## src/rtl/timer_cc_if.sv

```systemverilog
// timer_cc_if: register-file side of the timer core.
//   Configuration (driven by the register file): tc_en, tc_rst, dir, opm,
//   tarr, tpsc, ccr, ch_mode, irq_en, irq_clr, plus the raw cap_in pins.
//   Status (driven by the timer): tcnt, cc_out, cap_val, irq_flags,
//   cap_ovr, irq, running.
// Handshake: none. Every configuration signal is a level the timer samples on
// each rising clk edge; irq_clr bits are single-cycle write-1-to-clear pulses.
// There is no valid/ready pair because the register file never stalls.
interface timer_cc_if #(
  parameter int BITS_WIDTH = 32,
  parameter int CHANNELS   = 4
);
  logic                           tc_en;
  logic                           tc_rst;
  logic                           dir;
  logic                           opm;
  logic [BITS_WIDTH-1:0]          tarr;
  logic [BITS_WIDTH-1:0]          tpsc;
  logic [CHANNELS*BITS_WIDTH-1:0] ccr;
  logic [CHANNELS-1:0]            ch_mode;
  logic [CHANNELS-1:0]            cap_in;
  logic [CHANNELS:0]              irq_en;
  logic [CHANNELS:0]              irq_clr;
  logic [BITS_WIDTH-1:0]          tcnt;
  logic [CHANNELS-1:0]            cc_out;
  logic [CHANNELS*BITS_WIDTH-1:0] cap_val;
  logic [CHANNELS:0]              irq_flags;
  logic [CHANNELS-1:0]            cap_ovr;
  logic                           irq;
  logic                           running;

  modport master (
    output tc_en, tc_rst, dir, opm, tarr, tpsc, ccr, ch_mode, cap_in,
           irq_en, irq_clr,
    input  tcnt, cc_out, cap_val, irq_flags, cap_ovr, irq, running
  );

  modport slave (
    input  tc_en, tc_rst, dir, opm, tarr, tpsc, ccr, ch_mode, cap_in,
           irq_en, irq_clr,
    output tcnt, cc_out, cap_val, irq_flags, cap_ovr, irq, running
  );
endinterface

```

## src/rtl/timer_cc.sv

```systemverilog
// timer_cc: prescaled up/down timer with auto-reload, one-pulse mode and
// CHANNELS compare/capture channels with sticky interrupt flags.
// Ports:
//   clk      - clock
//   n_rst    - asynchronous active-low reset
//   bus      - timer_cc_if.slave: configuration in, counter/capture/flags out
//   state_o  - current FSM state (IDLE=0, RUN=1, PAUSE=2, DONE=3)
module timer_cc #(
  parameter int BITS_WIDTH = 32,
  parameter int CHANNELS   = 4
) (
  input  logic       clk,
  input  logic       n_rst,
  timer_cc_if.slave  bus,
  output logic [1:0] state_o
);
  localparam int W = BITS_WIDTH;
  localparam int C = CHANNELS;
  localparam logic [W-1:0] ONE = {{(W-1){1'b0}}, 1'b1};

  typedef enum logic [1:0] {IDLE = 2'd0, RUN = 2'd1, PAUSE = 2'd2, DONE = 2'd3} state_t;

  state_t         state_q, state_d;
  logic [W-1:0]   tcnt_q, tcnt_d;
  logic [W-1:0]   psc_q, psc_d;
  logic           dir_q, dir_d;
  logic [C*W-1:0] shadow_q, shadow_d;
  logic [C*W-1:0] cap_q, cap_d;
  logic [C:0]     flags_q, flags_d;
  logic [C-1:0]   ovr_q, ovr_d;
  logic [C-1:0]   sync1_q, sync2_q, sync3_q;

  logic           tick;
  logic           upd;
  logic [C:0]     flag_set;
  logic [C-1:0]   ovr_set;
  logic [C-1:0]   cap_rise;

  assign cap_rise = sync2_q & ~sync3_q;

  always_comb begin
    state_d  = state_q;
    tcnt_d   = tcnt_q;
    psc_d    = psc_q;
    dir_d    = dir_q;
    shadow_d = shadow_q;
    cap_d    = cap_q;
    flag_set = '0;
    ovr_set  = '0;
    tick     = 1'b0;
    upd      = 1'b0;

    case (state_q)
      IDLE: begin
        // Start edge initialises the time base; no tick on this edge.
        if (bus.tc_en) begin
          state_d  = RUN;
          tcnt_d   = bus.dir ? bus.tarr : '0;
          psc_d    = '0;
          shadow_d = bus.ccr;
          dir_d    = bus.dir;
        end
      end
      RUN: begin
        // Leaving RUN swallows a tick that would have landed on this edge.
        if (!bus.tc_en) begin
          state_d = PAUSE;
        end else if (psc_q >= bus.tpsc) begin
          tick  = 1'b1;
          psc_d = '0;
        end else begin
          psc_d = psc_q + ONE;
        end
      end
      PAUSE: if (bus.tc_en) state_d = RUN;
      DONE:  if (!bus.tc_en) state_d = IDLE;
      default: state_d = IDLE;
    endcase

    if (tick) begin
      if (!dir_q) begin
        if (tcnt_q >= bus.tarr) begin
          upd    = 1'b1;
          tcnt_d = '0;
        end else begin
          tcnt_d = tcnt_q + ONE;
        end
      end else begin
        if (tcnt_q == '0) begin
          upd    = 1'b1;
          tcnt_d = bus.tarr;
        end else begin
          tcnt_d = tcnt_q - ONE;
        end
      end
      for (int i = 0; i < C; i++) begin
        if (!bus.ch_mode[i] && (tcnt_d == shadow_q[i*W +: W])) flag_set[i+1] = 1'b1;
      end
    end

    // The wrap value already sits in tcnt_d, so one-pulse mode just parks there.
    if (upd) begin
      flag_set[0] = 1'b1;
      shadow_d    = bus.ccr;
      dir_d       = bus.dir;
      if (bus.opm) state_d = DONE;
    end

    if (state_q != IDLE) begin
      for (int i = 0; i < C; i++) begin
        if (bus.ch_mode[i] && cap_rise[i]) begin
          cap_d[i*W +: W] = tcnt_q;
          flag_set[i+1]   = 1'b1;
          if (flags_q[i+1]) ovr_set[i] = 1'b1;
        end
      end
    end

    // Set wins over a simultaneous clear.
    flags_d = (flags_q & ~bus.irq_clr) | flag_set;
    ovr_d   = (ovr_q & ~bus.irq_clr[C:1]) | ovr_set;
  end

  always_ff @(posedge clk or negedge n_rst) begin
    if (!n_rst) begin
      state_q  <= IDLE;
      tcnt_q   <= '0;
      psc_q    <= '0;
      dir_q    <= 1'b0;
      shadow_q <= '0;
      cap_q    <= '0;
      flags_q  <= '0;
      ovr_q    <= '0;
      sync1_q  <= '0;
      sync2_q  <= '0;
      sync3_q  <= '0;
    end else if (bus.tc_rst) begin
      state_q  <= IDLE;
      tcnt_q   <= '0;
      psc_q    <= '0;
      dir_q    <= 1'b0;
      shadow_q <= '0;
      cap_q    <= '0;
      flags_q  <= '0;
      ovr_q    <= '0;
      sync1_q  <= '0;
      sync2_q  <= '0;
      sync3_q  <= '0;
    end else begin
      state_q  <= state_d;
      tcnt_q   <= tcnt_d;
      psc_q    <= psc_d;
      dir_q    <= dir_d;
      shadow_q <= shadow_d;
      cap_q    <= cap_d;
      flags_q  <= flags_d;
      ovr_q    <= ovr_d;
      sync1_q  <= bus.cap_in;
      sync2_q  <= sync1_q;
      sync3_q  <= sync2_q;
    end
  end

  always_comb begin
    bus.cc_out = '0;
    for (int i = 0; i < C; i++) begin
      bus.cc_out[i] = (state_q != IDLE) && !bus.ch_mode[i] && (tcnt_q < shadow_q[i*W +: W]);
    end
  end

  assign bus.tcnt      = tcnt_q;
  assign bus.cap_val   = cap_q;
  assign bus.irq_flags = flags_q;
  assign bus.cap_ovr   = ovr_q;
  assign bus.irq       = |(flags_q & bus.irq_en);
  assign bus.running   = (state_q == RUN);
  assign state_o       = state_q;
endmodule

```

## src/flat_wrapper.sv

```systemverilog
// flat-port wrapper written by rule: the top's interface ports become plain ports
module timer_cc_flat 
#(
  parameter int BITS_WIDTH = 32,
  parameter int CHANNELS   = 4
)
  (clk, n_rst, state_o, bus_tc_en, bus_tc_rst, bus_dir, bus_opm, bus_tarr, bus_tpsc, bus_ccr, bus_ch_mode, bus_cap_in, bus_irq_en, bus_irq_clr, bus_tcnt, bus_cc_out, bus_cap_val, bus_irq_flags, bus_cap_ovr, bus_irq, bus_running);
  timer_cc_if #(.BITS_WIDTH(BITS_WIDTH), .CHANNELS(CHANNELS)) bus_i ();
  input  logic clk;
  input  logic n_rst;
  output logic [1:0] state_o;
  input wire logic [$bits(bus_i.tc_en)-1:0] bus_tc_en;
  input wire logic [$bits(bus_i.tc_rst)-1:0] bus_tc_rst;
  input wire logic [$bits(bus_i.dir)-1:0] bus_dir;
  input wire logic [$bits(bus_i.opm)-1:0] bus_opm;
  input wire logic [$bits(bus_i.tarr)-1:0] bus_tarr;
  input wire logic [$bits(bus_i.tpsc)-1:0] bus_tpsc;
  input wire logic [$bits(bus_i.ccr)-1:0] bus_ccr;
  input wire logic [$bits(bus_i.ch_mode)-1:0] bus_ch_mode;
  input wire logic [$bits(bus_i.cap_in)-1:0] bus_cap_in;
  input wire logic [$bits(bus_i.irq_en)-1:0] bus_irq_en;
  input wire logic [$bits(bus_i.irq_clr)-1:0] bus_irq_clr;
  output wire logic [$bits(bus_i.tcnt)-1:0] bus_tcnt;
  output wire logic [$bits(bus_i.cc_out)-1:0] bus_cc_out;
  output wire logic [$bits(bus_i.cap_val)-1:0] bus_cap_val;
  output wire logic [$bits(bus_i.irq_flags)-1:0] bus_irq_flags;
  output wire logic [$bits(bus_i.cap_ovr)-1:0] bus_cap_ovr;
  output wire logic [$bits(bus_i.irq)-1:0] bus_irq;
  output wire logic [$bits(bus_i.running)-1:0] bus_running;
  assign bus_i.tc_en = bus_tc_en;
  assign bus_i.tc_rst = bus_tc_rst;
  assign bus_i.dir = bus_dir;
  assign bus_i.opm = bus_opm;
  assign bus_i.tarr = bus_tarr;
  assign bus_i.tpsc = bus_tpsc;
  assign bus_i.ccr = bus_ccr;
  assign bus_i.ch_mode = bus_ch_mode;
  assign bus_i.cap_in = bus_cap_in;
  assign bus_i.irq_en = bus_irq_en;
  assign bus_i.irq_clr = bus_irq_clr;
  assign bus_tcnt = bus_i.tcnt;
  assign bus_cc_out = bus_i.cc_out;
  assign bus_cap_val = bus_i.cap_val;
  assign bus_irq_flags = bus_i.irq_flags;
  assign bus_cap_ovr = bus_i.cap_ovr;
  assign bus_irq = bus_i.irq;
  assign bus_running = bus_i.running;
  timer_cc #(.BITS_WIDTH(BITS_WIDTH), .CHANNELS(CHANNELS)) u_core (.clk(clk), .n_rst(n_rst), .bus(bus_i), .state_o(state_o));
endmodule
```

## config.mk

```make
export PLATFORM = sky130hd
export DESIGN_NAME = timer_cc_flat
export DESIGN_NICKNAME = d
export VERILOG_FILES = /design/src/rtl/timer_cc_if.sv /design/src/rtl/timer_cc.sv /design/src/flat_wrapper.sv
export SDC_FILE = /design/constraint.sdc
export NUM_CORES = 1
export LEC_CHECK = 0
export BUFFER_PORTS_ARGS = -buffer_cell sky130_fd_sc_hd__buf_2
export CORE_ASPECT_RATIO = 0.9
export CORE_MARGIN = 2
export CORE_UTILIZATION = 25
export CTS_CLUSTER_SIZE = 40
export DETAILED_ROUTE_END_ITERATION = 16
export GPL_ROUTABILITY_DRIVEN = 0
export GPL_TIMING_DRIVEN = 1
export PLACE_DENSITY = 0.48
export SYNTH_ARGS = -nofsm -noshare
export SYNTH_HDL_FRONTEND = slang
export SYNTH_SLANG_ARGS = --single-unit
```

## constraint.sdc

```tcl
create_clock -name clk -period 9.2 [get_ports clk]
set_input_delay 2.76 -clock clk [delete_from_list [all_inputs] [get_ports clk]]
set_output_delay 2.76 -clock clk [all_outputs]
set_load 0.02 [all_outputs]
```

==> metrics.txt <==
area leader, netlist dfrtp_1; worst-case clock buffer depth 3; final setup margin 2.39 ns; Routed WL 119,000 um; Arr. time, crit path about 4 ns; Post-Syn Area 0.0241 mm2; core footprint roughly 0.096 mm2; Synth top area share 35.7%; Layout Cells excl Fill between 4,000 and 5,000; cells after synthesis 2,976; clock share of power 39.3%; setup violators final 0; worst reg-to-reg path cell count 10; fin crit share about three quarters; Hold/Removal Path Class reg -> reg; crit-path max FO 11; Synthesis Warnings 0; grt ovf 0; nets 3,704; # resized after CTS 0; detailed placer's ending HPWL 86,900 um; post-synthesis async set-or-reset flop share 100%; status complete, no violations; share of cells above drive strength 1 18.1%; gr usage total between 20% and 30%; Slew @ Worst Pin 1.33 ns; Initial Util between 20% and 30%; Pins Over Slew Limit 0; Post-synth EDFFs 0; Comb pwr share 23.3%; VDD IR max 104 uV; Seq/Total Area, Yosys 35.7%; drt via density 5.34; die area 0.0989 mm2; Hold EP u_core.sync2_q[1]$_DFF_PN0_; DRC 0; Cell Pwr Density 158 mW/mm2; Clock Skew 0.0249 ns; CTS buffer count 44; remaining antenna violation count 0; net load switching power 0.00157 W; Max Cap Violations 0; clock period minus worst slack 6.81 ns; TritonRoute pass-1 iters 12; top cells by area in the synthesized netlist dfrtp_1, ha_1, nand2_1; Crit Path Class reg -> out; fin util 30.2%; RSZ-0062 raised after global routing no; Netlist cell types 99; vias about 25,000; Synth Flop Type dfrtp_1; DIE HEIGHT 299 um; Clock Sink Count 344; reg2reg end u_core.bus.irq_flags[1]$_DFF_PN0_; flops & latches, synth 344; worst hold slack between 0.4 and 0.5 ns; setup TNS 0 ns; Routed wire per std cell 25.8 um; worst min-delay path startpoint u_core.sync1_q[1]$_DFF_PN0_; clock root buffer clkbuf_16; relative slew slack 11.0%; CTS tree built; Synth-to-Final Area Change 20.2%; critical path capture point type output port; Worst Hold Path Cells 1; switching share of power 34.4%; Worst-path clk slew ~0.06 ns; H-tree depth 2; syn_area_per_cell approximately 8.1 um2; Inst Count DP 4,516; Leak 13.2 nW; Worst setup SP type flip-flop; final-report hold violation count 0; Fmax 0.147 GHz; Seq pwr share 37.4%; R2R Setup Slk 3.58 ns; number of global-route vias before repair ~24,000; post-CTS setup buffer count 0; hold-fix buffers at CTS 0; drt initial violations 2,782; antenna violations before repair 20; first-pass GRT wire length around 170,000 um; largest net degree at the start of global routing ~130; Net Count, Synth about 3,400; port buffer count slightly below 400; RR Startpoint u_core.bus.tcnt[7]$_DFFE_PN0P_; number of I/O pins 393; cell-internal power between 0.002 and 0.003 W; Critical Path RT ~6.4 ns; Placement Setup Slack 2.12 ns; Die X 331 um; row count ~110; Worst-Skew Late Latency a little over 0.6 ns
cells in the final DEF, fill, tap and decap left out, types with 8 or more instances in the layout:
cell type  synthesis  final
a211oi_1          16     16
inv_1            203    203
o21ai_0          262    262
nor3_1            65     60
a22oi_1           19     19
buf_2             18    390
nand4_1           63     63
nand3_1           48     48
a211o_1            8      8
or4_1             14     14
nor2b_1           39     39
buf_4              3     70
ha_1             191    191
and3_1            12     12
and2_1            12     12
nand2_1          511    511
o221ai_1           9      9
o21a_1            11     11
clkbuf_16          0     44
nor3_2             4      9
a21oi_1          232    232
xnor2_1           41     41
or3_1             21     21
nor2_1           117    115
and4_1            13     13
o31ai_1           26     26
or2_2              8      8
o211ai_1          17     17
nor4_1            40     40
a21o_1            55     55
nand2b_1         157    157
o22ai_1           29     29
a221oi_1          11     11
a31oi_1           29     29
dfrtp_1          344    343
a222oi_1          10     10
synthesized netlist by cell type (all sizes together), types with 29 or more instances:
library cell and number:
nor2 118, ha 191, nand3 50, a21o 55, dfrtp 344, nor2b 39, o21ai 267, nand2b 157
a31oi 30, nand4 66, nand2 511, inv 204, o22ai 29, nor4 50, xnor2 41, a21oi 236
buf 34, nor3 71, clkbuf 156
stage by stage:
step                area, um2  total power, W
CTS                     28900         0.00460
global route            29000         0.00477
global placement        27500         0.00277
floorplan               24100         0.00229
finish                  29000         0.00457
detailed placement      27500         0.00277
cells by family after synthesis:
kind of cell | synth area share (%)
and+or+nand+nor | 24.1
adders and majority gates | 9.92
muxes | 0.317
AOI/OAI and AO/OA | 21.8
DFF | 35.7
xor gates and xnor gates | 1.64
buffers and inverters | 6.46
how the worst max path moves through the flow:
stage / startpoint / endpoint / slack, ns / cells past startpoint
2_1_floorplan: bus_ch_mode[0] / bus_cc_out[0] / 2.88 / 3
3_3_place_gp: bus_tpsc[13] / u_core.shadow_q[74]$_DFFE_PN0P_ / 2.16 / 13
3_5_place_dp: bus_tpsc[13] / u_core.shadow_q[54]$_DFFE_PN0P_ / 2.12 / 13
4_1_cts: u_core.bus.tcnt[0]$_DFFE_PN0P_ / bus_cc_out[2] / 2.35 / 12
5_1_grt: u_core.bus.tcnt[0]$_DFFE_PN0P_ / bus_cc_out[2] / 2.21 / 12
6_report: u_core.bus.tcnt[0]$_DFFE_PN0P_ / bus_cc_out[2] / 2.39 / 12
layer usage:
metal / global-route usage, % / vias up / routed length (um)
li1: - / 11200 / -
met5: 1.75 / - / 233
met1: 31.0 / 11600 / 50100
met2: 34.5 / 1395 / 48900
met4: 11.0 / 18 / 6460
met3: 7.38 / 411 / 12900
critical path, cell delays in order, from the launching register on:
cell	delay, ns
dfrtp_1	0.70
buf_4	0.39
nand2b_1	0.17
a21o_1	0.18
a21o_1	0.17
a21o_1	0.17
a21o_1	0.17
a21o_1	0.18
a211oi_1	0.29
o2111ai_1	0.18
a221oi_1	0.41
o31a_1	0.24
buf_2	0.18
state kept, by name, indices dropped and copies added (netlist names):
| name | flops |
|---|---|
| u_core.sync1_q | 4 |
| u_core.bus.cap_val | 128 |
| u_core.sync3_q | 4 |
| u_core.psc_q | 32 |
| u_core.state_o | 2 |
| u_core.shadow_q | 128 |
| u_core.bus.irq_flags | 5 |
| u_core.sync2_q | 4 |
| u_core.bus.cap_ovr | 4 |
| u_core.bus.tcnt | 32 |
| u_core.dir_q | 1 |
power groups by stage:
| stage | clock [W] | combinational [W] | sequential (W) |
|---|---|---|---|
| 2_1_floorplan | 0 | 0.000612 | 0.00168 |
| 3_3_place_gp | 0 | 0.00103 | 0.00173 |
| 3_5_place_dp | 0 | 0.00104 | 0.00173 |
| 4_1_cts | 0.00186 | 0.00104 | 0.00170 |
| 5_1_grt | 0.00190 | 0.00115 | 0.00171 |
| 6_report | 0.00180 | 0.00106 | 0.00171 |
final cells by class:
class                           instances  area [um2]
Tap cell                             1265        1580
Inverter                              204         766
Clock inverter                         19         254
Fill cell                           10400       67000
Antenna cell                            6        15.0
Sequential cell                       344        8610
Timing Repair Buffer                  465        2570
Multi-Input combinational cell       2238       14000
Clock buffer                           56        1200
Note: power is estimated with default switching activity, not from simulation.
